==> config.mk <==
export PLATFORM = sky130hd
export DESIGN_NAME = uart_autobaud_ctrl
export DESIGN_NICKNAME = d
export VERILOG_FILES = /design/src/rtl/uart_autobaud_ctrl.sv
export SDC_FILE = /design/constraint.sdc
export NUM_CORES = 1
export LEC_CHECK = 0
export CAP_MARGIN = 20
export CORE_MARGIN = 2
export CORE_UTILIZATION = 50
export DETAILED_ROUTE_END_ITERATION = 8
export HOLD_SLACK_MARGIN = 0.06
export PLACE_DENSITY = 0.75
export SLEW_MARGIN = 20
export SYNTH_ARGS = -nofsm -noshare
export SYNTH_HDL_FRONTEND = slang
export SYNTH_SLANG_ARGS = --single-unit
==> constraint.sdc <==
create_clock -name app_clk -period 14.41 [get_ports app_clk]
set_clock_uncertainty 0.05 [all_clocks]
set_input_delay 3.6025 -clock app_clk [delete_from_list [all_inputs] [get_ports app_clk]]
set_output_delay 3.6025 -clock app_clk [all_outputs]
set_load 0.005 [all_outputs]
==> src/rtl/uart_autobaud_ctrl.sv <==
// Auto-baud controller: times a 0x55 sync character on the synchronised rxd line,
// derives the 16x baud divider and gates the RX FSM enable until a divider is locked.
module uart_autobaud_ctrl #(
  parameter int CNT_W    = 20,
  parameter int DIV_W    = 12,
  parameter int SYNC_STG = 2
) (
  input  logic             app_clk,
  input  logic             reset_n,
  input  logic             cfg_autobaud_en,
  input  logic             cfg_autobaud_start,
  input  logic             cfg_rx_enable,
  input  logic [DIV_W-1:0] cfg_baud_div_dflt,
  input  logic             si,
  output logic [DIV_W-1:0] baud_div,
  output logic             baud_div_upd,
  output logic             rx_enable,
  output logic             ab_locked,
  output logic             ab_error
);

  typedef enum logic [2:0] {
    IDLE, ARM, WAIT_FE, MEASURE, CALC, WAIT_STOP, LOCKED, ERR
  } state_t;

  state_t              state;
  logic [SYNC_STG-1:0] si_sync;
  logic                line_p0;
  logic                line_p1;
  logic                fe;
  logic                re;
  logic [CNT_W-1:0]    icnt;
  logic [CNT_W-1:0]    tcnt;
  logic [CNT_W:0]      i1;
  logic [CNT_W:0]      ik;
  logic [2:0]          edge_n;
  logic [DIV_W-1:0]    div_meas;
  logic [31:0]         div_raw;
  logic                icnt_max;

  function automatic logic [CNT_W-1:0] sat_inc(input logic [CNT_W-1:0] v);
    return (&v) ? v : v + CNT_W'(1);
  endfunction

  // Eight bit-times hold 128 ticks of the 16x clock; round to nearest.
  function automatic logic [31:0] round_div(input logic [CNT_W-1:0] t);
    return (32'(t) + 32'd64) >> 7;
  endfunction

  function automatic logic interval_bad(input logic [CNT_W:0] ik_v, input logic [CNT_W:0] i1_v);
    logic signed [CNT_W+1:0] diff;
    logic        [CNT_W+1:0] mag;
    diff = $signed({1'b0, ik_v}) - $signed({1'b0, i1_v});
    mag  = diff[CNT_W+1] ? $unsigned(-diff) : $unsigned(diff);
    return mag > {1'b0, (i1_v >> 3)};
  endfunction

  assign line_p0  = si_sync[SYNC_STG-1];
  assign fe       = line_p1 & ~line_p0;
  assign re       = ~line_p1 & line_p0;
  assign ik       = {1'b0, icnt} + (CNT_W+1)'(1);
  assign div_raw  = round_div(tcnt);
  assign icnt_max = &icnt;

  // Stage p0: synchroniser output; stage p1: edge-detect history
  always_ff @(posedge app_clk or negedge reset_n) begin
    if (!reset_n) begin
      si_sync <= '1;
      line_p1 <= 1'b1;
    end else begin
      si_sync <= {si_sync[SYNC_STG-2:0], si};
      line_p1 <= line_p0;
    end
  end

  always_ff @(posedge app_clk or negedge reset_n) begin
    if (!reset_n) begin
      baud_div  <= '0;
      rx_enable <= 1'b0;
    end else begin
      baud_div  <= (cfg_autobaud_en && ab_locked) ? div_meas : cfg_baud_div_dflt;
      rx_enable <= cfg_rx_enable && (!cfg_autobaud_en || ab_locked);
    end
  end

  always_ff @(posedge app_clk or negedge reset_n) begin
    if (!reset_n) begin
      state        <= IDLE;
      icnt         <= '0;
      tcnt         <= '0;
      i1           <= '0;
      edge_n       <= '0;
      div_meas     <= '0;
      ab_locked    <= 1'b0;
      baud_div_upd <= 1'b0;
      ab_error     <= 1'b0;
    end else begin
      baud_div_upd <= 1'b0;
      ab_error     <= 1'b0;
      // Disable beats re-arm, and re-arm beats any edge seen this cycle.
      if (!cfg_autobaud_en) begin
        state     <= IDLE;
        ab_locked <= 1'b0;
        icnt      <= '0;
        tcnt      <= '0;
        edge_n    <= '0;
      end else if (cfg_autobaud_start && state != IDLE) begin
        state     <= ARM;
        ab_locked <= 1'b0;
        icnt      <= '0;
        tcnt      <= '0;
        edge_n    <= '0;
      end else begin
        case (state)
          IDLE: state <= ARM;
          ARM: if (line_p0) state <= WAIT_FE;
          WAIT_FE: begin
            if (fe) begin
              icnt   <= '0;
              tcnt   <= '0;
              edge_n <= 3'd1;
              state  <= MEASURE;
            end
          end
          MEASURE: begin
            icnt <= sat_inc(icnt);
            tcnt <= sat_inc(tcnt);
            if (fe) begin
              icnt   <= '0;
              edge_n <= edge_n + 3'd1;
              if (edge_n == 3'd1) i1 <= ik;
              else if (interval_bad(ik, i1)) state <= ERR;
              else if (edge_n == 3'd4) state <= CALC;
            end else if (icnt_max) begin
              state <= ERR;
            end
          end
          CALC: begin
            if (div_raw == 32'd0 || div_raw > (32'd1 << DIV_W)) begin
              state <= ERR;
            end else begin
              div_meas <= DIV_W'(div_raw - 32'd1);
              state    <= WAIT_STOP;
            end
          end
          WAIT_STOP: begin
            icnt <= sat_inc(icnt);
            if (re) begin
              ab_locked    <= 1'b1;
              baud_div_upd <= 1'b1;
              state        <= LOCKED;
            end else if (icnt_max) begin
              state <= ERR;
            end
          end
          LOCKED: state <= LOCKED;
          ERR: begin
            ab_error  <= 1'b1;
            ab_locked <= 1'b0;
            state     <= ARM;
          end
          default: state <= IDLE;
        endcase
      end
    end
  end

endmodule
==> flow_summary_export.csv <==
group,metric,value,unit
routing,initialDrtViolationCount,469,
sta,period_share,43.3,%
die,io_pins,34,
cts,cts_tree,"done",
synthesis,synth_nets,930,
synthesis,synth.distinct_cells,77,
synthesis,synth_edf_count,0,
synthesis,synth_async_sr_flop_share,100,%
grt,grt_overflow,0,
run_status,status,"complete, no violations",
setup_path,worstPathRequired,14.59,ns
cts,root_buffer,"clkbuf_16",
sta,hold_viol,0,
setup_path,cp-start-kind,"flip-flop",
cts,htreeDepth,3,
grt,grt_pass1_wl,28700,µm
sta,grt_setup_unrepaired,"no",
finish,layout_commonest_cell,"dfrtp_1",
setup_path,worst_setup_path_end_kind,"flip-flop",
die,rows,44,
flow_run,maxCapViolCount,0,
sta,setup_ws,8.17,ns
grt,antenna_found_initial,0,
grt,grt_max_degree,64,
placement,gp_congestion,0.874,
setup_path,critPathArrivalTime,6.43,ns
synthesis,ys_ff_latch,98,
cts,cts.reportedPaths.clkPinSlew,0.07,ns
synthesis,synth_area,7400,µm²
setup_path,worst-setup-path-type,"reg -> reg",
synthesis,yosysWarnings,0,
die,core,14500,µm²
synthesis,synthesis.instances,864,
synthesis,ys_seq_area_share,33.2,%
placement,pre_cts_slack,8.09,ns
pwr,total_power,0.774,mW
synthesis,ys.flop_type,"dfrtp_1",
die,die_area,15800,µm²
synthesis,syn_area_per_cell,8.56,µm²
finish,nets,940,
setup_path,regToRegSetupSlack,8.17,ns
cts,clock-sinks,98,
routing,drt_wl_total,16900,µm
cts,cts-buffers-inserted,9,
die,fp.dieW,126,µm
finish,layout-drive-gt1-share,7.62,%
grt,grt.total_usage,21.7,%
finish,fill_cells,1322,
sta,worst_hold_slack,0.307,ns
sta,fmax,160,MHz
cts,cts_hold_buf,0,
sta,drv_slew,0,
placement,numPortBuffers,33,
finish,diodes,0,
finish,layout_common_cells,"dfrtp_1 (95), nand2_1 (88), nor2_1 (69)",
cts,cts_buffer_depth,2,
finish,multi_input_area,4660,µm²
placement,place_area,7820,µm²
routing,antenna_left,0,
finish,final_cell_area,8120,µm²
grt,grt_pass1_vias,5897,
sta,fin_crit,6.24,ns
routing,vias,6205,
sta,max-slew-margin-rel,43.6,%
sta,worst_slew_pin_slew,0.840,ns
setup_path,crit_fanout,8,
pwr,peakVddDrop,0.0812,mV
pwr,leakage,3.79,nW
die,initial_core_util,51.1,%
routing,drc,0,
cts,clk_latency,0.35,ns
routing,drt_pre_antenna_iters,5,
cts,cts_resized,0,
routing,avgRoutedWirePerCell,15.9,µm
cts,cts_setup_buffers,0,
placement,hpwl,13000,µm
finish,synthToLayoutAreaGrowth,9.72,%
pwr,power_density,95.3,nW/µm²
die,die-height,126,µm
sta,setup_violations,0,
hold_path,min_path_type,"reg -> reg",
finish,regArea,2460,µm²
routing,viasPerCell,5.84,
sta,fin_tns_setup,0,ns
sequential cells by signal (all words and copies together) (netlist names):
name and cells:
ab_error 1, ab_locked 1, baud_div 12, baud_div_upd 1, div_meas 12, edge_n 3
i1 21, icnt 20, line_p1 1, rx_enable 1, si_sync 2, state 3
tcnt 20
worst max-delay path, stage by stage (launching register included):
cell and delay, ns:
dfrtp_1 0.43, ha_1 0.24, nand3_1 0.17, nor2_1 0.30, and3_1 0.26, and3_1 0.21, xor2_1 0.26, ha_1 0.36
a21oi_1 0.27, o21ai_0 0.18, or3_1 0.39, and2_1 0.20, or3_1 0.41, or2_1 0.28, o31ai_1 0.27, xnor2_1 0.11
ha_1 0.18, a21o_1 0.17, a21o_1 0.16, a21oi_1 0.19, o211ai_1 0.13, a21o_1 0.17, a31o_2 0.25, and2_1 0.16
o311a_1 0.31
kinds of logic (layout without fill, tap and decap cells):
group | after synthesis | in the layout | synth area share [%]
AO/OA/AOI/OAI | 219 | 219 | 19.2
XOR/XNOR | 81 | 81 | 9.59
adder cells (fa/ha/maj) | 48 | 48 | 8.22
buffers and inverters | 71 | 86 | 4.02
flip-flops | 98 | 98 | 33.2
multiplexers | 29 | 29 | 4.29
AND/OR/NAND/NOR | 318 | 318 | 21.5
final cells by class:
| class | instances | share of cell area, % |
|---|---|---|
| clock buffer | 11 | 3.11 |
| clock inverter | 5 | 0.524 |
| inverter | 33 | 1.53 |
| multi-input combinational | 695 | 57.3 |
| sequential | 98 | 30.3 |
| tap | 184 | 2.84 |
| timing repair buffer | 37 | 4.41 |
routing by layer:
| metal | track usage (%) | share of wire, % | up-vias |
|---|---|---|---|
| li1 | - | - | 3110 |
| met1 | 32.3 | 51 | 2972 |
| met2 | 33.6 | 45 | 108 |
| met3 | 3.14 | 2.7 | 15 |
| met4 | 5.16 | 1.2 | 0 |
| met5 | 0 | 0 | - |
where the power goes:
group          leakage (nW)  switching [mW]  internal, mW
sequential             1.23          0.0112         0.291
clock                 0.148           0.107         0.129
combinational          2.41           0.140        0.0959
synthesized netlist by cell type, drive strengths merged (21+ instances only):
cell	instances	share of area [%]
dfrtp	95	32
nand2	88	4.5
nor2	71	3.6
a21oi	63	4.5
o21ai	59	4.0
ha	47	7.9
xnor2	42	5.0
xor2	39	4.6
nand3	33	2.2
inv	32	1.6
mux2	22	3.3
clkbuf	21	1.1
path summary, 6_finish.rpt:
path	startpoint	end	depth (start not counted)
setup / recovery	icnt[0]	state[1]	24
hold / removal	si_sync[0]	si_sync[1]	0
setup reg to reg	icnt[0]	state[1]	24
hold reg to reg	si_sync[0]	si_sync[1]	0
max in group asynchronous	reset_n	i1[9]	2
min in group asynchronous	reset_n	i1[19]	1
stage by stage:
step	utilization, %	std cells
6_report	56.1	1063
5_1_grt	56.1	1063
4_1_cts	56.1	1063
3_5_place_dp	54.0	1047
3_3_place_gp	54.0	1047
2_1_floorplan	-	864
No activity file was read; power rests on OpenSTA's default activity.
